--- config.mk ---
export PLATFORM = sky130hd
export DESIGN_NAME = quarter_wave_osc
export DESIGN_NICKNAME = d
export VERILOG_FILES = /design/src/rtl/quarter_wave_osc.sv
export SDC_FILE = /design/constraint.sdc
export NUM_CORES = 1
export LEC_CHECK = 0
export ABC_CLOCK_PERIOD_IN_PS = 3500
export BUFFER_PORTS_ARGS = -buffer_cell sky130_fd_sc_hd__buf_2
export CORE_UTILIZATION = 35
export CTS_BUF_LIST = sky130_fd_sc_hd__clkbuf_8 sky130_fd_sc_hd__clkbuf_16
export DETAILED_ROUTE_END_ITERATION = 8
export GPL_ROUTABILITY_DRIVEN = 1
export GPL_TIMING_DRIVEN = 0
export REMOVE_ABC_BUFFERS = 1
export SETUP_SLACK_MARGIN = 0.05
export SLEW_MARGIN = 20
export SYNTH_ARGS = -nofsm -noshare
export SYNTH_HDL_FRONTEND = slang
export SYNTH_SLANG_ARGS = --single-unit
--- constraint.sdc ---
create_clock -name clk -period 3.5 [get_ports clk]
set_input_delay 0.175 -clock clk [delete_from_list [all_inputs] [get_ports clk]]
set_output_delay 0.175 -clock clk [all_outputs]
set_load 0.02 [all_outputs]
--- src/rtl/quarter_wave_osc.sv ---
// Time-multiplexed multi-channel quarter-wave sine oscillator feeding an external sync ROM.
// Optional per-channel waveform modes (square/saw/mute) enabled by defining QWO_MODES_EN.
module quarter_wave_osc #(
  parameter int NCH    = 4,
  parameter int ACC_W  = 24,
  parameter int LUT_AW = 14,
  parameter int OUT_W  = 16,
  localparam int CW    = $clog2(NCH)
) (
  input  logic                    clk,
  input  logic                    rst_n,
  input  logic                    i_start,
  input  logic                    i_wr_en,
  input  logic [CW-1:0]           i_wr_ch,
  input  logic [ACC_W-1:0]        i_wr_inc,
  input  logic [1:0]              i_wr_mode,
  input  logic                    i_wr_clr,
  output logic [LUT_AW-1:0]       o_lut_addr,
  input  logic [OUT_W-1:0]        i_lut_data,
  output logic                    o_valid,
  output logic [CW-1:0]           o_ch,
  output logic signed [OUT_W-1:0] o_val,
  output logic                    o_busy,
  output logic                    o_overrun
);

  localparam int PW = LUT_AW + 2;
  localparam logic [CW-1:0] LAST = CW'(NCH - 1);
  localparam logic [OUT_W-1:0] MAXV = {1'b0, {(OUT_W-1){1'b1}}};

  typedef enum logic {IDLE, RUN} state_t;

  state_t           state_q, state_d;
  logic [CW-1:0]    c_q, c_d;
  logic             ovr_d;
  logic             run;

  logic [ACC_W-1:0] acc [NCH];
  logic [ACC_W-1:0] inc [NCH];

  logic             v1, v2, v3;
  logic [CW-1:0]    ch1, ch2, ch3;
  logic [PW-1:0]    p1;
  logic             neg2, neg3;
  logic [OUT_W-1:0] samp;

`ifdef QWO_MODES_EN
  localparam int SW = (OUT_W < PW) ? OUT_W : PW;
  localparam logic [OUT_W-1:0] MSB = {1'b1, {(OUT_W-1){1'b0}}};
  logic [1:0]       mode [NCH];
  logic [1:0]       mode1, mode2, mode3;
  logic [SW-1:0]    saw2, saw3;
  logic [OUT_W-1:0] saw;
`else
  logic             unused_wr_mode;
  assign unused_wr_mode = ^i_wr_mode;
`endif

  assign run    = (state_q == RUN);
  assign o_busy = run;

  // A start on the last RUN cycle chains straight into the next sweep.
  always_comb begin
    state_d = state_q;
    c_d     = c_q;
    ovr_d   = 1'b0;
    case (state_q)
      IDLE: begin
        if (i_start) begin
          state_d = RUN;
          c_d     = '0;
        end
      end
      RUN: begin
        if (c_q == LAST) begin
          c_d = '0;
          if (!i_start) state_d = IDLE;
        end else begin
          c_d   = c_q + 1'b1;
          ovr_d = i_start;
        end
      end
      default: state_d = IDLE;
    endcase
  end

  always_ff @(posedge clk or negedge rst_n) begin
    if (!rst_n) begin
      state_q   <= IDLE;
      c_q       <= '0;
      o_overrun <= 1'b0;
    end else begin
      state_q   <= state_d;
      c_q       <= c_d;
      o_overrun <= ovr_d;
    end
  end

  // Write port comes after the S1 accumulate so a clear wins on a collision.
  always_ff @(posedge clk or negedge rst_n) begin
    if (!rst_n) begin
      for (int unsigned i = 0; i < NCH; i++) begin
        acc[i] <= '0;
        inc[i] <= '0;
`ifdef QWO_MODES_EN
        mode[i] <= '0;
`endif
      end
    end else begin
      if (run) acc[c_q] <= acc[c_q] + inc[c_q];
      if (i_wr_en) begin
        inc[i_wr_ch] <= i_wr_inc;
`ifdef QWO_MODES_EN
        mode[i_wr_ch] <= i_wr_mode;
`endif
        if (i_wr_clr) acc[i_wr_ch] <= '0;
      end
    end
  end

  always_ff @(posedge clk or negedge rst_n) begin
    if (!rst_n) begin
      v1 <= 1'b0; v2 <= 1'b0; v3 <= 1'b0;
      ch1 <= '0; ch2 <= '0; ch3 <= '0;
      p1 <= '0; neg2 <= 1'b0; neg3 <= 1'b0;
      o_lut_addr <= '0;
      o_valid    <= 1'b0;
      o_ch       <= '0;
      o_val      <= '0;
`ifdef QWO_MODES_EN
      mode1 <= '0; mode2 <= '0; mode3 <= '0;
      saw2 <= '0; saw3 <= '0;
`endif
    end else begin
      v1 <= run;
      if (run) begin
        p1  <= acc[c_q][ACC_W-1 -: PW];
        ch1 <= c_q;
`ifdef QWO_MODES_EN
        mode1 <= mode[c_q];
`endif
      end
      v2 <= v1;
      if (v1) begin
        neg2       <= p1[PW-1];
        o_lut_addr <= p1[PW-2] ? ~p1[LUT_AW-1:0] : p1[LUT_AW-1:0];
        ch2        <= ch1;
`ifdef QWO_MODES_EN
        mode2 <= mode1;
        saw2  <= p1[PW-1 -: SW];
`endif
      end
      v3 <= v2;
      if (v2) begin
        neg3 <= neg2;
        ch3  <= ch2;
`ifdef QWO_MODES_EN
        mode3 <= mode2;
        saw3  <= saw2;
`endif
      end
      o_valid <= v3;
      if (v3) begin
        o_ch  <= ch3;
        o_val <= samp;
      end
    end
  end

  always_comb begin
    samp = neg3 ? -i_lut_data : i_lut_data;
`ifdef QWO_MODES_EN
    saw = (OUT_W'(saw3) << (OUT_W - SW)) ^ MSB;
    case (mode3)
      2'b01:   samp = neg3 ? -MAXV : MAXV;
      2'b10:   samp = saw;
      2'b11:   samp = '0;
      default: ;
    endcase
`endif
  end

endmodule
# After elaboration in Yosys (flattened, before gate mapping)
# Cells that the tools add are included.
dict set report word_totals {
  reg_bits 256
  input_bits 49
  output_inout_bits 35
  wordCells 66
}
dict set report classes {
  n_addsub 3
  n_lt_le_gt_ge 4
  eq_ne 2
  muxes 25
  bitwise 6
  reduce_logical 2
}
# operator n
set ops {}
lappend ops {{$mux 96} 3}
lappend ops {{$bwmux 96} 2}
lappend ops {{$mux 24} 6}
lappend ops {{$and 96x96->96} 1}
lappend ops {{$bmux 24 s2} 2}
lappend ops {{$demux 24 s2} 2}
lappend ops {{$not 96->96} 1}
lappend ops {{$add 24x24->24} 1}
lappend ops {{$mux 16} 1}
lappend ops {{$neg 16->16} 1}
lappend ops {{$mux 14} 1}
lappend ops {{$not 14->14} 1}
lappend ops {{$ge 3x3->1 const B} 2}
lappend ops {{$lt 3x1->1 const B} 2}
lappend ops {{$not 2->3} 2}
lappend ops {{$mux 1} 4}
lappend ops {{$mux 2} 2}
lappend ops {{$pmux 2 s2} 1}
lappend ops {{$add 2x1->2 const B} 1}
lappend ops {{$eq 2x2->1 const B} 1}
lappend ops {{$logic_and 1x1->1} 2}
lappend ops {{$ne 2x2->1 const B} 1}
lappend ops {{$pmux 1 s2} 1}
lappend ops {{$not 1->1} 1}

# Longest topological paths before layout
# Gate-level depths: netlist of run 1.
dict set report depth {
  word_depth 10
  ltp_mapped 13
  mapped_depth_nobuf 10
}

# Worst setup path before layout of run 1
# Ideal clock, no wire load.
dict set report synth_timing {
  path_kind {reg2reg}
  from {register c_q[0]}
  to {register acc[23] (netlist name)}
  t_arrival_ns 3.362
  required_ns 3.374
  slack_ns 0.011
  path_stages_with_launch 13
  n_path_buf 3
  synth_period_minus_slack_ns 3.489
  path_cell_list {dfrtp_1 > buf_2 > buf_2 > buf_2 > mux4_2 > ha_1 > a21oi_2 > o21ai_2 > a221oi_2 > o221ai_1 > a221o_1 > xnor2_2 > o21ai_1}
}
dict set report synth_between {
  elab_chain_cells 10
}
# element line_no
set synth_lines {}
lappend synth_lines {{from (decl)} 34} ;# logic [CW-1:0] c_q, c_d;
lappend synth_lines {{from (signal assigned)} 90} ;# c_q <= '0;
lappend synth_lines {{from (signal assigned)} 94} ;# c_q <= c_d;
lappend synth_lines {{$not 2->3 (implied by the code) (*)} 110} ;# if (run) acc[c_q] <= acc[c_q] + inc[c_q];
lappend synth_lines {{$bmux 24 s2, or another cell as far along} 110}
lappend synth_lines {{$mux 24 (implied by the code) / $logic_and 1x1->1 (equally long branches)} 110}
lappend synth_lines {{$mux 24 (implied by the code)} 110}
lappend synth_lines {{$add 24x24->24 / $demux 24 s2 (equally long branches)} 110}
lappend synth_lines {{$bwmux 96 (*)} 110}
lappend synth_lines {{$mux 96 (*)} 110}
lappend synth_lines {{$and 96x96->96 (no line)} --}
lappend synth_lines {{$mux 96} 116} ;# if (i_wr_clr) acc[i_wr_ch] <= '0;
lappend synth_lines {{$mux 96 (*)} 111} ;# if (i_wr_en) begin
lappend synth_lines {{to (signal, indexed assignment)} 110}
lappend synth_lines {{to (decl)} 38} ;# logic [ACC_W-1:0] acc [NCH];
# Mark *: on every way between the ends. The rest lies on a longest branch, timed or not. The select of a mux whose other input is x is not followed.
# A chain may end at the register's enable or synchronous reset.

# Final worst setup path of run 1
dict set report layout_timing {
  from {register c_q[0]}
  to {register acc[71] (netlist name)}
}
# Same word-level chain as after synthesis.

==> flow_metrics.env, run 1 <==
export IMPL_tightest_slew_ns=1.15
export IMPL_clock_path_buffers=3
export IMPL_viasPerCell=5.37
export IMPL_core_um2=34900
export IMPL_end_kind="flop"
export IMPL_synth_edf_count=0
export IMPL_route_detailed_drc=0
export IMPL_status="complete, no violations"
export IMPL_yosys_top_cells_area="dfrtp_1 51%, mux2_2 11%, mux4_2 8.6%"
export IMPL_synth_largest_area_cell="dfrtp_1"
export IMPL_worstSkewPairLatency_ns=0.56
export IMPL_max_slew_margin_rel_pct=23.1
export IMPL_synth_seq_cells=256
export IMPL_dp_hpwl_um=20700
export IMPL_synth_top_flop_cell="dfrtp_1"
export IMPL_synth_common_cells="256 x dfrtp_1, 138 x nand2_1, 123 x mux2_2"
export IMPL_path_max_fanout=8
export IMPL_portBuffers=81
export IMPL_fillers=3217
export IMPL_rr_endpoint="acc[71]"
export IMPL_avgSynthCellArea_um2=11.5
export IMPL_ys_seq_area_share_pct=51.2
export IMPL_die_height_um=191
export IMPL_setup_viol=0
export IMPL_worst_setup_path_type="reg -> reg"
export IMPL_crit_arrival_ns=3.80
export IMPL_cts_made_buffers=28
export IMPL_drive_above_1_share_pct=33.2
export IMPL_min_path_type="in -> reg"
export IMPL_grt_pass1_vias=9191
export IMPL_hold_end="o_val[13]"
export IMPL_place_ws_ns=-0.719
export IMPL_fmax_ghz=0.296
export IMPL_multi_input_area_um2=6200
export IMPL_max_cap_viol_count=0
export IMPL_gp_congestion=0.870
export IMPL_seq_area_um2=6410
export IMPL_syn_inst=1088
export IMPL_final_max_slew_viol_count=0
export IMPL_cts_root_buf="clkbuf_16"
export IMPL_worst_endpoint_required_ns=3.91
export IMPL_r2r_cells=11
export IMPL_timing_rr_start="c_q[0]"
export IMPL_grt_pass1_wl_um=51000
export IMPL_syn_area_um2=12500
export IMPL_drt_total_wl_um=32300
export IMPL_final_hold_violation_count=0
export IMPL_r2r_slack_ns=0.12
export IMPL_grtUsageTotal_pct=17.7
export IMPL_ys_async_sr_fraction_pct=100
export IMPL_cts_sinks=256
export IMPL_finalClockSkew_ns=0.0356
export IMPL_drt_iter0_drc=455
export IMPL_holdWs_ns=0.00574
export IMPL_die_x_um=191
export IMPL_io_pins=84
export IMPL_final_period_utilization_pct=96.7
export IMPL_crit_path_start_kind="flop"
export IMPL_cts_tree="built"
export IMPL_rsz0062_at_grt="yes"
export IMPL_via_count=9119
export IMPL_wl_per_cell_um=19.0
export IMPL_min_period_ns=3.38
export IMPL_placementRows=68
export IMPL_synth_top_area_share_pct=51.2
export IMPL_area_delta_synth_final_pct=24.9
export IMPL_die_area_um2=36500
export IMPL_layout_setup_ws_ns=0.117
export IMPL_path_clk_slew_ns=0.06
export IMPL_grt_max_degree=94
export IMPL_yosysWarnings=0
export IMPL_fin_nets=1301
export IMPL_antenna_left=0
export IMPL_fin_util_pct=44.8
export IMPL_first_pass_iters=5
export IMPL_h_tree_depth=1
export IMPL_synthDistinctLibCells=58
export IMPL_grt_overflow=0
export IMPL_setup_tns_ns=0
export IMPL_hp_start="i_lut_data[13]"
export IMPL_min_path_cells=3
export IMPL_initial_core_util_pct=35.9
export IMPL_antenna_cells=0
export IMPL_synth_most_common_cell="dfrtp_1"
export IMPL_antenna_found_initial=1
[per-layer routing]
layer	track usage (%)	routed length (um)	up-vias
li1	-	-	4186
met1	25.1	15000	4591
met2	27.8	14800	282
met3	2.83	1810	58
met4	5.31	794	2
met5	0	13	-
[logic make-up after synthesis]
group | count (synthesis) | synth area share, %
xor gates and xnor gates | 45 | 3.21
muxes | 173 | 19.9
AOI/OAI and AO/OA | 213 | 9.91
and+or+nand+nor | 299 | 10.6
buffers and inverters | 73 | 2.32
adders and majority gates | 29 | 2.96
DFF | 256 | 51.2
[what timing repair did]
item,CTS,global route
setup buffers,7,22
hold buffers,35,0
gates cloned,1,2
pin swaps,6,14
hold endpoints to repair,186,0
gates resized for setup,16,53
setup endpoints to repair,77,53
[worst max-delay path by stage]
stage	cells past startpoint	from	endpoint	slack [ns]
2_1_floorplan	10	c_q[0]	acc[10]	-1.29
3_3_place_gp	10	c_q[0]	acc[92]	-2.74
3_5_place_dp	11	c_q[0]	acc[60]	-0.72
4_1_cts	12	c_q[1]	acc[90]	0.02
5_1_grt	12	c_q[0]	acc[20]	0.02
6_report	11	c_q[0]	acc[71]	0.12
[flip-flops by register name, indices dropped and copies added, names as in the netlist]
name        cells
ch3             2
inc            96
neg3            1
ch1             2
c_q             2
o_val          16
o_busy          1
v3              1
neg2            1
o_overrun       1
v1              1
o_valid         1
o_lut_addr     14
acc            96
o_ch            2
v2              1
ch2             2
p1             16
[critical path: stages, from the launching register on]
cell       delay [ns]
dfrtp_4          0.55
clkbuf_16        0.22
buf_4            0.12
mux4_2           0.56
ha_4             0.30
a21oi_4          0.18
o21bai_2         0.10
a221oi_4         0.31
o221ai_1         0.14
a221o_1          0.44
xnor2_2          0.23
o21ai_1          0.10
[stage by stage]
stage | area (um^2) | cells
2_1_floorplan | 12300 | 1027
3_3_place_gp | 13300 | 1563
3_5_place_dp | 13600 | 1581
4_1_cts | 15100 | 1675
5_1_grt | 15600 | 1699
6_report | 15600 | 1699
[final cells by class]
cell class / count / share of cell area [%]
Multi-Input combinational cell: 759 / 39.7
Clock buffer: 29 / 4.57
Timing Repair Buffer: 166 / 8.94
Clock inverter: 22 / 1.90
Sequential cell: 256 / 41.0
Tap cell: 455 / 3.64
Inverter: 12 / 0.288
[cell usage in the layout, fill, tap and decap left out, types with 35 or more instances in the layout]
cell           count
dfrtp_1          253
nand2_1          135
mux2_2           123
a21oi_1          112
buf_2             80
nor2_1            56
mux4_2            48
nand3_1           43
o21ai_0           36
dlygate4sd3_1     35
Power of run 1 is not shown: default switching activity piles up to over one toggle a cycle in this logic, so the estimate is an artifact.
==> run 2, diff against run 1 <==
- CTS_BUF_LIST: sky130_fd_sc_hd__clkbuf_8 sky130_fd_sc_hd__clkbuf_16 -> sky130_fd_sc_hd__clkbuf_16
==> run 2 against run 1 <==
Final cell count unchanged. Highest routed layer unchanged. Worst hold slack is essentially flat. Worst setup slack improved by 0.0014 ns. Core utilization about the same. Maximum frequency about the same. Via count about the same. First-iteration DRC count is 0.44% higher. Final area is essentially flat.
==> flow_metrics.env, run 2 (synthesized netlist as in run 1, its figures left out) <==
export IMPL_placementRows=68
export IMPL_fmax_ghz=0.296
export IMPL_hp_start="i_lut_data[13]"
export IMPL_status="complete, no violations"
export IMPL_setup_viol=0
export IMPL_drive_above_1_share_pct=33.1
export IMPL_rsz0062_at_grt="yes"
export IMPL_end_kind="flop"
export IMPL_drt_total_wl_um=32300
export IMPL_most_common_layout_cells="253 x dfrtp_1, 135 x nand2_1, 123 x mux2_2, 112 x a21oi_1, 80 x buf_2"
export IMPL_antenna_left=0
export IMPL_final_period_utilization_pct=96.6
export IMPL_grtUsageTotal_pct=17.7
export IMPL_drt_iter0_drc=457
export IMPL_tightest_slew_ns=1.15
export IMPL_antenna_found_initial=1
export IMPL_crit_path_start_kind="flop"
export IMPL_die_height_um=191
export IMPL_fin_nets=1301
export IMPL_top_regs="acc x96, inc x96"
export IMPL_final_hold_violation_count=0
export IMPL_min_path_type="in -> reg"
export IMPL_area_delta_synth_final_pct=24.8
export IMPL_hold_end="o_val[13]"
export IMPL_die_area_um2=36500
export IMPL_r2r_cells=11
export IMPL_r2r_slack_ns=0.12
export IMPL_setup_tns_ns=0
export IMPL_min_period_ns=3.38
export IMPL_clock_path_buffers=3
export IMPL_initial_core_util_pct=35.9
export IMPL_max_slew_margin_rel_pct=23.2
export IMPL_cts_sinks=256
export IMPL_timing_rr_start="c_q[0]"
export IMPL_worst_endpoint_required_ns=3.91
export IMPL_min_path_cells=3
export IMPL_route_detailed_drc=0
export IMPL_grt_pass1_vias=9191
export IMPL_final_area_um2=15600
export IMPL_fin_util_pct=44.8
export IMPL_gp_congestion=0.870
export IMPL_via_count=9123
export IMPL_rr_endpoint="acc[71]"
export IMPL_grt_overflow=0
export IMPL_grt_pass1_wl_um=51000
export IMPL_wl_per_cell_um=19.0
export IMPL_first_pass_iters=5
export IMPL_die_x_um=191
export IMPL_path_max_fanout=8
export IMPL_placed_cell_area_um2=13600
export IMPL_path_clk_slew_ns=0.06
export IMPL_cts_tree="built"
export IMPL_final_max_slew_viol_count=0
export IMPL_layout_commonest_cell="dfrtp_1"
export IMPL_worstSkewPairLatency_ns=0.56
export IMPL_worst_setup_path_type="reg -> reg"
export IMPL_cts_made_buffers=28
export IMPL_fillers=3218
export IMPL_antenna_cells=0
export IMPL_crit_arrival_ns=3.79
export IMPL_io_pins=84
export IMPL_grt_max_degree=94
export IMPL_viasPerCell=5.37
export IMPL_h_tree_depth=1
export IMPL_core_um2=34900
export IMPL_max_cap_viol_count=0
export IMPL_dp_hpwl_um=20700
export IMPL_portBuffers=81
export IMPL_cts_root_buf="clkbuf_16"
export IMPL_finalClockSkew_ns=0.0358
[run 2: changes by cell type in the layout (fill, tap and decap cells not counted)]
cell and delta:
clkinv_1 +1, clkbuf_8 -1
[run 2: repair_timing]
item                                    CTS  global route
hold endpoints to repair                186             0
endpoints found under the setup margin   77            53
gates cloned                              1             2
hold buffers                             35             0
buffers inserted                          7            22
gates resized for setup                  16            53
pin swaps                                 6            14
[run 2: worst max-delay path by stage]
stage          startpoint       to  slack, ns  depth (start not counted)
4_1_cts            c_q[1]  acc[90]       0.02                         12
3_3_place_gp       c_q[0]  acc[92]      -2.74                         10
2_1_floorplan      c_q[0]  acc[10]      -1.29                         10
6_report           c_q[0]  acc[71]       0.12                         11
5_1_grt            c_q[0]  acc[20]       0.02                         12
3_5_place_dp       c_q[0]  acc[60]      -0.72                         11
[run 2: area by class of cell]
type                            instances  area, um^2  share of cell area (%)
Sequential cell                       256        6410                    41.0
Multi-Input combinational cell        759        6200                    39.7
Timing Repair Buffer                  166        1400                    8.94
Clock buffer                           28         701                    4.48
Tap cell                              455         569                    3.64
Clock inverter                         23         302                    1.93
Inverter                               12        45.0                   0.288
[run 2: metal layers]
layer  routed length, um  track usage (%)  part of all wire [%]  vias to the layer above
li1                    -                -                     -                     4186
met1               15000             25.1                    46                     4592
met2               14800             27.8                    46                      283
met3                1790             2.83                   5.5                       60
met4                 810             5.31                   2.5                        2
met5                  13                0                 0.040                        -
[run 2: per-stage QoR]
stage	setup slack, ns	cells	hold slack [ns]
floorplan	-1.29	1027	-0.121
global placement	-2.74	1563	0.380
detailed placement	-0.719	1581	0.217
CTS	0.0219	1675	0.0000409
global route	0.0183	1699	0.0340
finish	0.118	1699	0.00576
[run 2: critical path, stage by stage (launching register included)]
cell and delay [ns]:
dfrtp_4 0.55, clkbuf_16 0.22, buf_4 0.12, mux4_2 0.55
ha_4 0.30, a21oi_4 0.18, o21bai_2 0.10, a221oi_4 0.31
o221ai_1 0.14, a221o_1 0.44, xnor2_2 0.23, o21ai_1 0.10
Power of run 2 is left out for the same reason.
==> run 3, diff against run 2 <==
- CORE_ASPECT_RATIO: unset -> 2
==> run 3 against run 2 <==
Final area decreased by 2.5%. Maximum frequency shrank 1.9%. Flip-flop and latch count stayed put. Register-to-register slack lost 0.07 ns. Final cell count is 1.5% lower. Critical path depth down 1. Via count is 0.41% lower. Global-route usage is 0.95 points higher. Sequential share of layout area rose by 1.1 points. Die area up 0.13%. Worst setup slack lost 0.065 ns. Clock skew down 0.015 ns. Largest cell class unchanged. Highest routed layer is now met4.
==> flow_metrics.env, run 3 (synthesized netlist as in run 1, its figures left out) <==
export IMPL_worst_endpoint_required_ns=3.91
export IMPL_die_x_um=136
export IMPL_worst_setup_path_type="reg -> reg"
export IMPL_clock_path_buffers=3
export IMPL_finalClockSkew_ns=0.0207
export IMPL_status="complete, no violations"
export IMPL_fmax_ghz=0.290
export IMPL_dp_hpwl_um=22100
export IMPL_crit_chain="buf_12 -> buf_16 -> mux4_2 -> ha_1 -> o21a_2 -> nand2_2 -> o41ai_4 -> mux2i_2 -> xnor2_2 -> o21ai_0"
export IMPL_grt_overflow=0
export IMPL_max_slew_margin_rel_pct=24.2
export IMPL_first_pass_iters=5
export IMPL_cts_root_buf="clkbuf_16"
export IMPL_layout_commonest_cell="dfrtp_1"
export IMPL_antenna_left=0
export IMPL_portBuffers=81
export IMPL_instances_no_fill=1674
export IMPL_grt_pass1_vias=9690
export IMPL_via_count=9086
export IMPL_die_area_um2=36600
export IMPL_drive_above_1_share_pct=31.5
export IMPL_dp_cells=1569
export IMPL_worst_path_max_delay_cell="mux4_2"
export IMPL_initial_core_util_pct=35.7
export IMPL_critPathBufInv=2
export IMPL_antenna_found_initial=0
export IMPL_drt_total_wl_um=32900
export IMPL_crit_path_start_kind="flop"
export IMPL_max_cap_viol_count=0
export IMPL_grt_pass1_wl_um=52600
export IMPL_core_um2=35100
export IMPL_io_pins=84
export IMPL_top_regs="acc x96, inc x96"
export IMPL_worstSkewPairLatency_ns=0.54
export IMPL_setup_viol=0
export IMPL_end_kind="flop"
export IMPL_final_max_slew_viol_count=0
export IMPL_final_hold_violation_count=0
export IMPL_die_height_um=270
export IMPL_cpPeakStageDelay_ns=0.57
export IMPL_fin_util_pct=43.4
export IMPL_min_period_ns=3.45
export IMPL_holdWs_ns=0.0141
export IMPL_route_detailed_drc=0
export IMPL_grtUsageTotal_pct=18.7
export IMPL_most_common_layout_cells="253 x dfrtp_1, 135 x nand2_1, 123 x mux2_2, 112 x a21oi_1, 80 x buf_2"
export IMPL_cts_sinks=256
export IMPL_min_path_type="in -> reg"
export IMPL_viasPerCell=5.43
export IMPL_rsz0062_at_grt="yes"
export IMPL_drt_iter0_drc=504
export IMPL_area_delta_synth_final_pct=21.7
export IMPL_antenna_cells=0
export IMPL_final_period_utilization_pct=98.5
export IMPL_wl_per_cell_um=19.6
export IMPL_gp_congestion=0.870
export IMPL_path_clk_slew_ns=0.07
export IMPL_fin_nets=1290
export IMPL_cts_tree="built"
export IMPL_path_max_fanout=12
export IMPL_crit_arrival_ns=3.85
export IMPL_placementRows=97
export IMPL_h_tree_depth=1
export IMPL_tightest_slew_ns=1.13
export IMPL_place_ws_ns=-0.902
export IMPL_grt_max_degree=101
export IMPL_cts_made_buffers=23
export IMPL_cp_top_family="multiplexers"
export IMPL_layout_setup_ws_ns=0.0530
==> run 3: changes by cell type in the layout (fill, tap and decap cells not counted), sizes merged <==
cell,previous run,this run
clkbuf,30,23
buf,129,122
inv,18,19
dlygate4sd3,35,37
bufbuf,0,1
bufinv,7,2
==> run 3: final timing paths <==
path / startpoint / to / slack [ns] / depth (start not counted)
max: c_q[0] / acc[17] / 0.05 / 10
min: i_lut_data[5] / o_val[5] / 0.01 / 3
max reg2reg: c_q[0] / acc[17] / 0.05 / 10
min reg2reg: v2 / v3 / 0.46 / 0
max in group asynchronous: rst_n / inc[17] / 2.37 / 3
min in group asynchronous: rst_n / inc[74] / 0.20 / 2
==> run 3: timing repair <==
item / in CTS / in global routing
endpoints found under the hold margin: 177 / 0
hold buffers: 37 / 0
pin swaps: 7 / 10
setup endpoints to repair: 80 / 45
resized for setup: 35 / 26
cloned: 2 / 0
buffers inserted: 15 / 9
==> run 3: tightest hold or removal path, stage by stage <==
cell and delay (ns):
buf_2 0.13, xor2_1 0.07, a21oi_1 0.13
==> run 3: layout make-up <==
type,count,area [um^2]
fill,3202,19800
sequential,256,6410
tap,445,557
multi-input combinational,759,6170
timing repair buffer,160,1340
clock buffer,23,576
clock inverter,19,139
inverter,12,45.0
==> run 3: routing by layer <==
metal | share of wire (%) | track usage, %
met3 | 4.5 | 2.41
met2 | 55 | 35.4
met1 | 35 | 19.4
met4 | 5.2 | 9.76
met5 | 0 | 0
==> run 3: metrics by stage <==
stage	TNS [ns]	cell area, um^2
after global routing	-0.0724	15200
after CTS	0	15000
after global placement	-825.11	13200
after floorplan	-80.39	12300
after detailed placement	-34.55	13500
final	0	15200
Power of run 3 is left out for the same reason.
